**config.mk**
```make
export PLATFORM = sky130hd
export DESIGN_NAME = ordering_host_seq
export DESIGN_NICKNAME = d
export VERILOG_FILES = /design/src/rtl/ordering_host_seq.sv
export SDC_FILE = /design/constraint.sdc
export NUM_CORES = 1
export LEC_CHECK = 0
export BUFFER_PORTS_ARGS = -buffer_cell sky130_fd_sc_hd__buf_2
export CAP_MARGIN = 20
export CORE_MARGIN = 4
export CORE_UTILIZATION = 26
export DETAILED_ROUTE_END_ITERATION = 10
export MAX_ROUTING_LAYER = met4
export PLACE_DENSITY_LB_ADDON = 0.05
export SLEW_MARGIN = 20
export SYNTH_ARGS = -nofsm -noshare
export SYNTH_HDL_FRONTEND = slang
export SYNTH_SLANG_ARGS = --single-unit
export TNS_END_PERCENT = 50
```
**constraint.sdc**
```tcl
create_clock -name clk -period 2.59 [get_ports clk]
set_input_delay 0.259 -clock clk [delete_from_list [all_inputs] [get_ports clk]]
set_output_delay 0.259 -clock clk [all_outputs]
set_load 0.005 [all_outputs]
```
**src/rtl/ordering_host_seq.sv**
```systemverilog
// Host-side sequencer for the replica ordering register port: write beats pass straight
// through; read beats are issued under a credit limit and returned through a skid FIFO.
module ordering_host_seq #(
   parameter int CITY_DIV_LOG = 5,
   parameter int NODE_NUM     = 32,
   parameter int NODE_LOG     = 5,
   parameter int RD_LAT       = 2,
   parameter int FIFO_DEPTH   = 4
) (
   input  logic                    clk,
   input  logic                    reset,
   input  logic                    cmd_valid,
   output logic                    cmd_ready,
   input  logic                    cmd_write,
   input  logic [CITY_DIV_LOG-1:0] cmd_words,
   input  logic                    s_wvalid,
   output logic                    s_wready,
   input  logic [63:0]             s_wdata,
   output logic                    m_rvalid,
   input  logic                    m_rready,
   output logic [63:0]             m_rdata,
   output logic                    m_rlast,
   output logic [CITY_DIV_LOG-1:0] ordering_num,
   output logic                    ordering_write,
   output logic [63:0]             ordering_wdata,
   output logic                    ordering_read,
   input  logic [63:0]             ordering_rdata,
   input  logic                    ordering_ready,
   input  logic                    exchange_shift_n,
   output logic                    busy,
   output logic                    done,
   output logic                    err
);
   localparam int PTR_W = (FIFO_DEPTH > 1) ? $clog2(FIFO_DEPTH) : 1;
   localparam int CNT_W = $clog2(FIFO_DEPTH + 1);
   localparam logic [NODE_LOG-1:0] NODE_LAST = NODE_LOG'(NODE_NUM - 1);
   localparam logic [PTR_W-1:0]    PTR_LAST  = PTR_W'(FIFO_DEPTH - 1);

   typedef enum logic [2:0] {IDLE, WR, RD, RD_DRAIN, DONE} state_t;
   state_t state, state_nxt;

   logic [CITY_DIV_LOG-1:0] word_cnt;
   logic [NODE_LOG-1:0]     node_cnt;
   logic [CNT_W-1:0]        outstanding, fifo_cnt;
   logic [CNT_W:0]          credit_used;
   logic [PTR_W-1:0]        wr_ptr, rd_ptr;
   logic [63:0]             fifo_data [FIFO_DEPTH];
   logic [FIFO_DEPTH-1:0]   fifo_last;
   logic [RD_LAT-1:0]       vld_p, last_p;
   logic                    cmd_acc, beat_acc, last_beat, rd_acc, push, pop;

   function automatic logic [PTR_W-1:0] ptr_inc(input logic [PTR_W-1:0] p);
      return (p == PTR_LAST) ? '0 : p + 1'b1;
   endfunction

   always_comb begin
      credit_used    = {1'b0, outstanding} + {1'b0, fifo_cnt};
      cmd_ready      = (state == IDLE);
      busy           = (state != IDLE);
      done           = (state == DONE);
      ordering_write = (state == WR) & s_wvalid;
      ordering_wdata = (state == WR) ? s_wdata : '0;
      s_wready       = (state == WR) & ordering_ready;
      // Beats in the latency line still own a FIFO slot, so they count against the credit.
      ordering_read  = (state == RD) && (credit_used < (CNT_W + 1)'(FIFO_DEPTH));
      cmd_acc        = cmd_valid & cmd_ready;
      beat_acc       = (ordering_write | ordering_read) & ordering_ready;
      rd_acc         = ordering_read & ordering_ready;
      last_beat      = (word_cnt == ordering_num) && (node_cnt == NODE_LAST);
      push           = vld_p[RD_LAT-1];
      m_rvalid       = (fifo_cnt != '0);
      pop            = m_rvalid & m_rready;
      m_rdata        = m_rvalid ? fifo_data[rd_ptr] : '0;
      m_rlast        = m_rvalid & fifo_last[rd_ptr];
   end

   always_comb begin
      state_nxt = state;
      case (state)
         IDLE:     if (cmd_acc) state_nxt = cmd_write ? WR : RD;
         WR:       if (beat_acc && last_beat) state_nxt = DONE;
         RD:       if (beat_acc && last_beat) state_nxt = RD_DRAIN;
         RD_DRAIN: if (pop && m_rlast) state_nxt = DONE;
         DONE:     state_nxt = IDLE;
         default:  state_nxt = IDLE;
      endcase
   end

   always_ff @(posedge clk) begin
      if (reset) begin
         state        <= IDLE;
         word_cnt     <= '0;
         node_cnt     <= '0;
         ordering_num <= '0;
         err          <= 1'b0;
         outstanding  <= '0;
         fifo_cnt     <= '0;
         wr_ptr       <= '0;
         rd_ptr       <= '0;
         vld_p        <= '0;
         last_p       <= '0;
      end else begin
         state <= state_nxt;
         if (cmd_acc) begin
            ordering_num <= cmd_words;
            word_cnt     <= '0;
            node_cnt     <= '0;
            err          <= 1'b0;
         end else if (beat_acc) begin
            if (word_cnt == ordering_num) begin
               word_cnt <= '0;
               node_cnt <= node_cnt + 1'b1;
            end else begin
               word_cnt <= word_cnt + 1'b1;
            end
            if (last_beat && !exchange_shift_n) err <= 1'b1;
         end
         // Read latency line: p0 .. p(RD_LAT-1)
         vld_p[0]  <= rd_acc;
         last_p[0] <= rd_acc & last_beat;
         for (int i = 1; i < RD_LAT; i++) begin
            vld_p[i]  <= vld_p[i-1];
            last_p[i] <= last_p[i-1];
         end
         outstanding <= outstanding + CNT_W'(rd_acc) - CNT_W'(push);
         fifo_cnt    <= fifo_cnt + CNT_W'(push) - CNT_W'(pop);
         if (push) wr_ptr <= ptr_inc(wr_ptr);
         if (pop)  rd_ptr <= ptr_inc(rd_ptr);
      end
   end

   always_ff @(posedge clk) begin
      if (push) begin
         fifo_data[wr_ptr] <= ordering_rdata;
         fifo_last[wr_ptr] <= last_p[RD_LAT-1];
      end
   end
endmodule
```
Word level (Yosys, flattened, before mapping). Memories as Yosys holds them, arrays and structs flattened. A register that Yosys moved wholly into a read port is not among the register bits. Cells that the tools add are included. W data, S select, Z words.

Add/sub/neg operators: 9. Order comparisons: 4. Equality and inequality tests: 12. Multiplexer cells: 20. Bitwise logic cells: 9. Reduce and logical (&&, ||, !) cells: 14.

Operator list (number): $mux W64 (2); $mux W3 (4); $pmux W3 S4 (1); $add A5 B1 Y5 const B (2); $mux W2 (5); $and A1 B1 Y1 (8); $add A3 B1 Y3 (2); $eq A3 B2 Y1 const B (2); $logic_and A1 B1 Y1 (6); $lt A2 B3 Y1 const B (2); $ne A2 B1 Y1 const B (3); $reduce_bool A3 Y1 (2); $sub A3 B1 Y3 (2); $eq A5 B5 Y1 (1); $eq A5 B5 Y1 const B (1); $mux W5 (1); $add A2 B1 Y2 const B (2); $add A3 B3 Y4 (1); $bwmux W4 (1); $eq A2 B2 Y1 const B (2); $lt A4 B3 Y1 const B (1); $mux W1 (4); $reduce_and A2 Y1 (2); $reduce_and A4 Y1 (1); 10 further kinds (10).

Register bits after elaboration: 37. Bits in writable memories: 256. Input port bits: 141. Word-level logic and storage cells: 81. Memories kept: 1.

Memory list: fifo_data (words 4, width 64, read ports 1, clocked after memory_dff 1, wr ports 1, RTL line 47) `logic [63:0] fifo_data [FIFO_DEPTH];`.

Depth between registers and ports, before layout. Gate-level depths: netlist of run 1.

Word-level depth: 8. Gate-level depth with buffers: 10. Depth with buffers taken out: 10.

Least setup slack after synthesis of run 1. No wires, ideal clock.

Kind: reg2reg. Start: reg wr_ptr[0]. End: mem fifo_data[3][0] (enable). Arrival time: 2.078 ns. Required time: 2.160 ns. Slack: 0.083 ns. Stages on the path, launching flop included: 3. Path buffers: 0. Clock period less this slack: 2.507 ns. Cell sequence: dfxtp_1 > ha_1 > and2_1.

RTL lines: start: declaration (RTL line 46) `logic [PTR_W-1:0] wr_ptr, rd_ptr;`; start signal: assignment (RTL line 127) `if (push) wr_ptr <= ptr_inc(wr_ptr);`; end: declaration (RTL line 47).

No word-level cell before the write port.

Worst setup path in the final report of run 1.
Start: reg outstanding[2]. End: reg outstanding[2].

Cells in the longest elaborated chain, start to end: 6.

RTL lines: start: declaration (RTL line 44) `logic [CNT_W-1:0] outstanding, fifo_cnt;`; start signal: assignment (RTL line 125) `outstanding <= outstanding + CNT_W'(rd_acc) - CNT_W'(push);`; $add A3 B3 Y4 (RTL line 57) `credit_used = {1'b0, outstanding} + {1'b0, fifo_cnt};`; $lt A4 B3 Y1 (RTL line 65) `ordering_read = (state == RD) && (credit_used < (CNT_W + 1)'(FIFO_DEPTH));`; $logic_and A1 B1 Y1 (RTL line 65); $and A1 B1 Y1 (RTL line 68) `rd_acc = ordering_read & ordering_ready;`; $add A3 B1 Y3 (*) (RTL line 125); $sub A3 B1 Y3 (*) (RTL line 125).

Mark *: on every way between the ends. The rest lies on a longest branch, timed or not. A chain may end at the register's enable or synchronous reset.

==> results of run 1 <==
==> power groups by stage <==
stage                     Clock [mW]  Combinational (mW)  Sequential [mW]
final                           4.75                2.82             5.31
after global routing            5.19                3.16             5.32
after CTS                       4.97                2.94             5.30
after detailed placement           0                2.85             5.40
after global placement             0                2.85             5.40
after floorplan                    0                1.58             5.36
==> logic make-up after synthesis <==
family	synth area share, %
and+or+nand+nor	10.38
AOI/OAI and AO/OA	1.587
adders and majority gates	1.796
buffers and inverters	1.702
xor gates and xnor gates	0.7309
muxes	12.80
DFF	71.00
==> layer usage <==
| metal | share of wire, % | wire [um] | up-vias |
|---|---|---|---|
| met4 | 1.6 | 518 | 0 |
| met3 | 5.4 | 1702 | 46 |
| met2 | 51 | 16150 | 226 |
| li1 | - | - | 3299 |
| met1 | 42 | 13210 | 3533 |
| met5 | 0 | 0 | - |
==> per-stage QoR <==
stage | cells | hold slack [ns] | utilization (%) | setup slack, ns
global route | 1669 | 0.04574 | 35.42 | 0.01170
global placement | 1538 | 0.4213 | 31.37 | 0.1134
floorplan | 671 | 0.3579 | - | 0.08258
detailed placement | 1538 | 0.4486 | 31.37 | 0.07607
CTS | 1669 | 0.01144 | 35.33 | 0.02261
finish | 1670 | 0.05974 | 35.42 | 0.1438
==> synthesized netlist by cell type (2+ instances only) <==
library cell  count  area [sq um]
buf_2             7         35.03
mux2i_1           7         70.07
o211ai_1          2         15.01
nor2_1           17         63.81
inv_1            11         41.29
fa_1              2         40.04
or3_1             3         18.77
edfxtp_1        260          7807
nand4_1           2         12.51
ha_1             14         175.2
nor2b_1           7         43.79
nand3b_1          3         22.52
dfxtp_1          35         700.7
clkbuf_1         23         86.33
nand2_1          10         37.54
o21ai_0          10         50.05
buf_4             2         15.01
a21oi_1          11         55.05
and2_1          136         850.8
xor2_1            6         52.55
buf_6             2         22.52
nand3_1           7         35.03
nor3_1            2         10.01
xnor2_1           4         35.03
mux4_2           65          1464
and3_1            5         31.28
==> final cells by class <==
type / count / area, sq um / share of cell area [%]
Sequential cell: 295 / 8516 / 52.86
Multi-Input combinational cell: 330 / 3311 / 20.55
Timing Repair Buffer: 370 / 2372 / 14.73
Clock buffer: 47 / 984.7 / 6.113
Tap cell: 600 / 750.7 / 4.660
Clock inverter: 15 / 127.6 / 0.7922
Inverter: 12 / 45.04 / 0.2796
Antenna cell: 1 / 2.502 / 0.01553
==> repair_timing <==
item | CTS | global route
endpoints found under the hold margin | 261 | 0
hold buffers | 69 | 0
resized for setup | 0 | 6
endpoints found under the setup margin | 0 | 5
==> worst min-delay path, stage by stage <==
cell    delay (ns)
buf_2         0.08
nor2_1        0.04
a22o_1        0.16
==> path summary, 6_finish.rpt <==
| check | to | slack, ns | cells past startpoint |
|---|---|---|---|
| max | outstanding[2]$_SDFF_PP0_ | 0.14 | 10 |
| min | err$_SDFFE_PP0P_ | 0.06 | 3 |
| max reg2reg | outstanding[2]$_SDFF_PP0_ | 0.14 | 10 |
| min reg2reg | vld_p[1]$_SDFF_PP0_ | 0.46 | 1 |
==> registers in the layout, summed over array words and instances, names as in the netlist, 3 cells and up, named ones only <==
register,count
state,3
outstanding,3
fifo_data,256
word_cnt,5
fifo_cnt,3
node_cnt,5
ordering_num,5
fifo_last,4
==> flow_summary.toml, run 1 <==
[worst_setup_path]
cp_max_fo = 2
crit_type = "reg2reg"
crit_path_cell_trace = "ha_4 > nor4b_4 > nand4_1 > ha_1 > inv_1 > ha_1 > fa_2 > xnor2_2 > xnor2_1 > nor2_1"
regToRegStartpoint = "outstanding[2]$_SDFF_PP0_"
worst_setup_path_start_kind = "register"
required_ns = 2.98
crit_top_cell = "ha_1"
crit_path_end_kind = "register"
slowest_stage = "dfxtp_1"
arrival_ns = 2.84
max_stage_delay_ns = 0.42
critPathBufInv = 1
crit_start = "outstanding[2]$_SDFF_PP0_"
crit_family = "adder cells"

[placed_design]
port_buffers = 282
postPlaceCellArea_sq_um = 14270
gp_congestion = 0.8205
hpwl_mm = 20.28

[logic_synthesis]
syn_nets = 828
yosysSeqAreaShare_pct = 71.00
synth_warnings = 0
synth.avg_cell_area_sq_um = 17.86
ys_async_sr_fraction_pct = 0
syn_area_sq_um = 11980
syn_inst = 671
synth_seq_cells = 295
ys_types = 44
synth_edf_count = 260
synthFlopType = "edfxtp_1"

[drt]
via_per_inst = 4.254
postRouteWirelength_mm = 31.58
routedWlPerCell_um = 18.91
drc = 0
via_count = 7104
postRouteAntennaNets = 0
drt-pass1-iter-count = 5
first_iter_violations = 362

[timing]
finClkSkew_ns = 0.01855
slew_viol_final = 0
fin_crit_sh_pct = 94.45
rsz0062_at_grt = "no"
clock.fmax_mhz = 408.8
setup_viol = 0
worst_pin_slew_ns = 0.5813
tns_ns = 0
max-slew-margin-rel_pct = 61.25
fin_crit_ns = 2.446
hold_viol = 0

[pwr]
combPwrFrac_pct = 21.9
power_mw = 12.88
power.leakage_nw = 6.042
power.internal_mw = 9.542
irDropWorstVdd_v = 0.0003241
power_frac_clock_pct = 36.9
switching_power_mw = 3.339
power.density_nw_per_um2 = 799.6
sw_frac_of_total_pct = 25.92
seq_power_share_pct = 41.2

[grt]
grt.total_usage_pct = 13.06
grt.busiest_layer = "met2"
antenna_found_initial = 0
grt_overflow = 0
grtUsageMet3_pct = 3.356
met1_usage_pct = 15.59
grtUsageMet2_pct = 22.45
grt_pass1_vias = 7979
grt_first_pass_wirelength_mm = 48.26
grt_max_degree = 67

[cells_and_area]
final_area_sq_um = 16110
syn_to_final_growth_pct = 34.44
final_cell_mix = "buf_2 (282), edfxtp_1 (260), and2_1 (132)"
drive_gt1_share_pct = 40.41
nets = 1202
fillers = 4454
final_common_cell = "buf_2"

[floorplan]
start_util_pct = 26.35
core-area_sq_um = 45480
die_area_sq_um = 49590
die_x_um = 222.7
die_h_um = 222.7
ios = 283
rows = 78

[clocking]
post_cts_buffers = 0
clock-sinks = 295
clock_latency_ns = 0.53
cts_tree = "yes"
cts_root_buf = "clkbuf_16"
cts_made_buffers = 36
cts_buffer_depth = 3
htree_levels = 2
clk_pin_slew_worst_paths_ns = 0.06

[min_path]
min_from = "exchange_shift_n"
hp-class = "in2reg"

[status]
status = "finished, final reports clean"

[flow_run]
cap_viol_max_count = 0
Note: power is estimated with default switching activity, not from simulation.
==> run 2, diff against run 1 <==
==> constraint.sdc (replaced) <==
create_clock -name clk -period 2.59 [get_ports clk]
set_input_delay 0.6475 -clock clk [delete_from_list [all_inputs] [get_ports clk]]
set_output_delay 0.6475 -clock clk [all_outputs]
set_load 0.005 [all_outputs]
==> run 2 against run 1 <==
Effect of this change: the flow now finishes with violations (negative setup slack); utilization fell by 0.35 points; clock power fell by 7.2%; routed wire length rose by 1.6%; critical path depth fell by 5; non-clock buffer count fell by 57; sequential power barely moved; clock-buffer cell count rose by 5; flip-flop and latch count did not move; combinational power rose by 36%.
==> flow_summary.toml, run 2 (synthesis gave the netlist of run 1 again) <==
[clocking]
cts_root_buf = "clkbuf_16"
cts_made_buffers = 35
clock_latency_ns = 0.53
clk_pin_slew_worst_paths_ns = 0.06
htree_levels = 2
cts_buffer_depth = 3
clock-sinks = 295
cts_tree = "yes"

[drt]
via_per_inst = 4.255
drt-pass1-iter-count = 4
postRouteWirelength_mm = 32.08
postRouteAntennaNets = 0
first_iter_violations = 362
routedWlPerCell_um = 19.84
drc = 0
via_count = 6881

[worst_setup_path]
crit_type = "reg2out"
max_stage_delay_ns = 0.50
regToRegStartpoint = "outstanding[2]$_SDFF_PP0_"
crit_path_cell_trace = "buf_12 > buf_16 > mux4_2 > and2_1 > buf_2"
worst_setup_path_start_kind = "register"
arrival_ns = 2.04
slowest_stage = "mux4_2"
crit_path_end_kind = "output port"
required_ns = 1.94
rr_worst_depth = 10
cp_max_fo = 6

[placed_design]
postPlaceCellArea_sq_um = 14340
place_inst = 1541
gp_congestion = 0.7829
hpwl_mm = 20.70
port_buffers = 282

[floorplan]
die_x_um = 222.7
ios = 283
start_util_pct = 26.35
core-area_sq_um = 45480
die_area_sq_um = 49590
die_h_um = 222.7
rows = 78

[timing]
worst_pin_slew_ns = 0.5151
fin_crit_sh_pct = 103.8
slew_viol_final = 0
holdWs_ns = 0.3301
worst_slack_ns = -0.09745
tns_ns = -3.809
setup_viol = 64
max-slew-margin-rel_pct = 65.30
rsz0062_at_grt = "yes"
hold_viol = 0
fin_crit_ns = 2.687
clock.fmax_mhz = 372.1
finClkSkew_ns = 0.01212

[status]
status = "finished, violations left"
violations = "negative setup slack"

[cells_and_area]
syn_to_final_growth_pct = 33.11
final_cell_mix = "edfxtp_1 (260), buf_2 (243), and2_1 (91)"
drive_gt1_share_pct = 47.19
nets = 1144
largest_reg_flops = 256
layout.cells.non_filler = 1617
final_area_sq_um = 15950
final_common_cell = "edfxtp_1"
largest_register = "fifo_data"

[grt]
grt_overflow = 0
grt_first_pass_wirelength_mm = 47.60
grt_max_degree = 66
grt_pass1_vias = 7595
antenna_found_initial = 3
grtUsageMet3_pct = 3.382
grtUsageMet2_pct = 22.80
met1_usage_pct = 15.41
grt.busiest_layer = "met2"
grt.total_usage_pct = 13.09

[min_path]
min_from = "ordering_rdata[57]"
hp-class = "in2reg"
holdPathStages = 1

[pwr]
combPwrFrac_pct = 28.2
power_frac_clock_pct = 32.5
switching_power_mw = 3.500
seq_power_share_pct = 39.2
irDropWorstVdd_v = 0.0004057
sw_frac_of_total_pct = 25.80
power.leakage_nw = 5.947
power_mw = 13.57
power.internal_mw = 10.07
power.density_nw_per_um2 = 850.5

[flow_run]
cap_viol_max_count = 0
[run 2: layout make-up]
type | instances | area, sq um
Clock buffer | 52 | 959.7
Fill cell | 4427 | 29530
Clock inverter | 11 | 56.30
Inverter | 12 | 45.04
Tap cell | 600 | 750.7
Sequential cell | 295 | 8518
Timing Repair Buffer | 313 | 2216
Antenna cell | 4 | 10.01
Multi-Input combinational cell | 330 | 3395
[run 2: critical path, delay by kind of cell, from the launching register on]
family,cells,cell delay [ns]
mux,1,0.50
simple gates,1,0.14
buf+inv,3,0.42
flops,1,0.44
[run 2: per-layer routing]
metal	up-vias	wire length [um]
met5	-	0
met4	0	539
met3	42	1600
met2	211	16620
met1	3433	13320
li1	3195	-
[run 2: repair_timing]
item                                   in CTS  in global routing
resized for setup                          49                 45
pin swaps                                  28                  2
setup buffers                               4                  0
endpoints found under the hold margin       0                  0
setup endpoints to repair                 105                101
hold buffers                                0                  0
cloned                                      5                  0
[run 2: metrics by stage]
step	setup WS, ns	util (%)
after floorplan	0.08258	-
after global routing	-0.2061	35.07
final	-0.09745	35.07
after global placement	0.1021	31.53
after detailed placement	0.08252	31.53
after CTS	-0.1726	34.63
[run 2: final timing paths]
kind	endpoint	slack [ns]
max reg2reg	outstanding[2]$_SDFF_PP0_	0.11
min	fifo_data[1][57]$_DFFE_PP_	0.33
min reg2reg	last_p[1]$_SDFF_PP0_	0.45
max	m_rdata[19]	-0.1
[run 2: power groups by stage]
| stage | Clock [mW] | Sequential, mW | Combinational [mW] |
|---|---|---|---|
| final | 4.41 | 5.32 | 3.83 |
| after global routing | 4.80 | 5.33 | 4.18 |
| after CTS | 4.61 | 5.32 | 3.63 |
| after detailed placement | 0 | 5.42 | 2.84 |
| after global placement | 0 | 5.42 | 2.83 |
| after floorplan | 0 | 5.36 | 1.58 |
==> run 3, diff against run 2 <==
- BUFFER_PORTS_ARGS: -buffer_cell sky130_fd_sc_hd__buf_2 -> unset
- DONT_BUFFER_PORTS: unset -> 1
==> run 3 against run 2 <==
Effect of this change: the run still ends with negative setup slack left; die area did not move; final area fell by 9.6%; setup slack improved by 0.055 ns; final cell count fell by 18%; largest cell class unchanged; highest routed layer unchanged.
==> flow_summary.toml, run 3 (synthesis gave the netlist of run 1 again) <==
[drt]
postRouteAntennaNets = 0
drc = 0
first_iter_violations = 267
drt-pass1-iter-count = 4
routedWlPerCell_um = 23.19
via_count = 5957
postRouteWirelength_mm = 30.89
via_per_inst = 4.472

[timing]
fin_crit_ns = 2.632
worst_pin_slew_ns = 0.6352
worst_slack_ns = -0.04213
fin_crit_sh_pct = 101.6
hold_viol = 0
finClkSkew_ns = 0.01908
tns_ns = -0.7905
max-slew-margin-rel_pct = 57.50
clock.fmax_mhz = 379.9
rsz0062_at_grt = "yes"
holdWs_ns = 0.1773
slew_viol_final = 0
setup_viol = 38

[clocking]
clock_latency_ns = 0.53
cts_root_buf = "clkbuf_16"
cts-hold-fix-buffers = 0
clock-sinks = 295
clk_pin_slew_worst_paths_ns = 0.05
cts_made_buffers = 36
cts_buffer_depth = 3
htree_levels = 2
cts_tree = "yes"

[cells_and_area]
layout.cells.non_filler = 1332
final_cell_mix = "edfxtp_1 (260), and2_1 (69), and2_4 (67)"
largest_register = "fifo_data"
drive_gt1_share_pct = 30.55
largest_reg_flops = 256
final_common_cell = "edfxtp_1"
nets = 864
syn_to_final_growth_pct = 20.37
fillers = 4454

[placed_design]
place_inst = 1256
hpwl_mm = 19.92
port_buffers = 0
dp_worst_setup_slack_ns = 0.1006
gp_congestion = 0.8362

[pwr]
power.leakage_nw = 4.704
power.density_nw_per_um2 = 896.2
irDropWorstVdd_v = 0.0005521
power_mw = 12.93

[grt]
grt_pass1_vias = 6536
grt_max_degree = 67
grt_overflow = 0
grt.total_usage_pct = 12.53
grt_first_pass_wirelength_mm = 44.78
antenna_found_initial = 5

[floorplan]
die_h_um = 222.7
start_util_pct = 26.35
rows = 78
core-area_sq_um = 45480
die_x_um = 222.7
die_area_sq_um = 49590
ios = 283

[status]
status = "finished, violations left"
violations = "negative setup slack"

[worst_setup_path]
arrival_ns = 1.98
cp_max_fo = 5
reg2reg_slack_ns = 0.14
crit_path_end_kind = "output port"
required_ns = 1.94
worst_setup_path_start_kind = "register"
crit_type = "reg2out"

[flow_run]
cap_viol_max_count = 0

[min_path]
hp-class = "in2reg"
-- run 3: cell types whose count changed in the layout (fill, tap and decap cells not counted), sizes merged --
cell / delta
buf: -280
bufinv: +2
clkinv: -2
diode: -2
inv: -2
bufbuf: -1
-- run 3: worst paths after layout --
path,cells past startpoint,endpoint,from
max,5,m_rdata[60],register
max reg2reg,10,fifo_cnt[2]$_SDFF_PP0_,fifo_cnt[0]$_SDFF_PP0_
min,1,ordering_num[4]$_SDFFE_PP0P_,reset
min reg2reg,1,vld_p[1]$_SDFF_PP0_,vld_p[0]$_SDFF_PP0_
-- run 3: final cells by class --
type                    count  area (sq um)  area share [%]
clock inverters             9         106.4          0.7373
flip-flops and latches    295          8517           59.05
multi-input cells         330          3446           23.89
clock buffers              52         991.0           6.870
repair buffers             32         563.0           3.904
inverters                  12         45.04          0.3123
diodes                      2         5.005         0.03470
well taps                 600         750.7           5.205
-- run 3: power breakdown --
part,total [mW],internal (mW),switching [mW],leakage (nW)
Sequential,5.31,5.24,0.0683,2.62
Combinational,2.90,1.58,1.32,1.55
Clock,4.72,2.85,1.87,0.533
Total,12.9,9.67,3.26,4.70
-- run 3: critical path, stage by stage, from the launching register on --
cell,delay [ns]
dfxtp_4,0.40
buf_12,0.12
buf_12,0.12
buf_16,0.13
mux4_2,0.50
and2_4,0.18
-- run 3: timing repair --
item                                    in CTS  in global routing
setup buffers                                7                  0
resized for setup                           56                 26
gates cloned                                 6                  0
pin swaps                                    0                  2
endpoints found under the setup margin     117                 92
-- run 3: routing by layer --
metal  wire length (um)  track usage [%]
met1              11320            13.17
met3               2631            4.822
met5                  0                -
met4                825            3.718
met2              16110            21.91
-- run 3: metrics by stage --
| step | util (%) | instance area [sq um] |
|---|---|---|
| after floorplan | - | 11980 |
| after global routing | 31.72 | 14420 |
| after CTS | 31.56 | 14350 |
| after global placement | 28.24 | 12840 |
| after detailed placement | 28.24 | 12840 |
| final | 31.72 | 14420 |
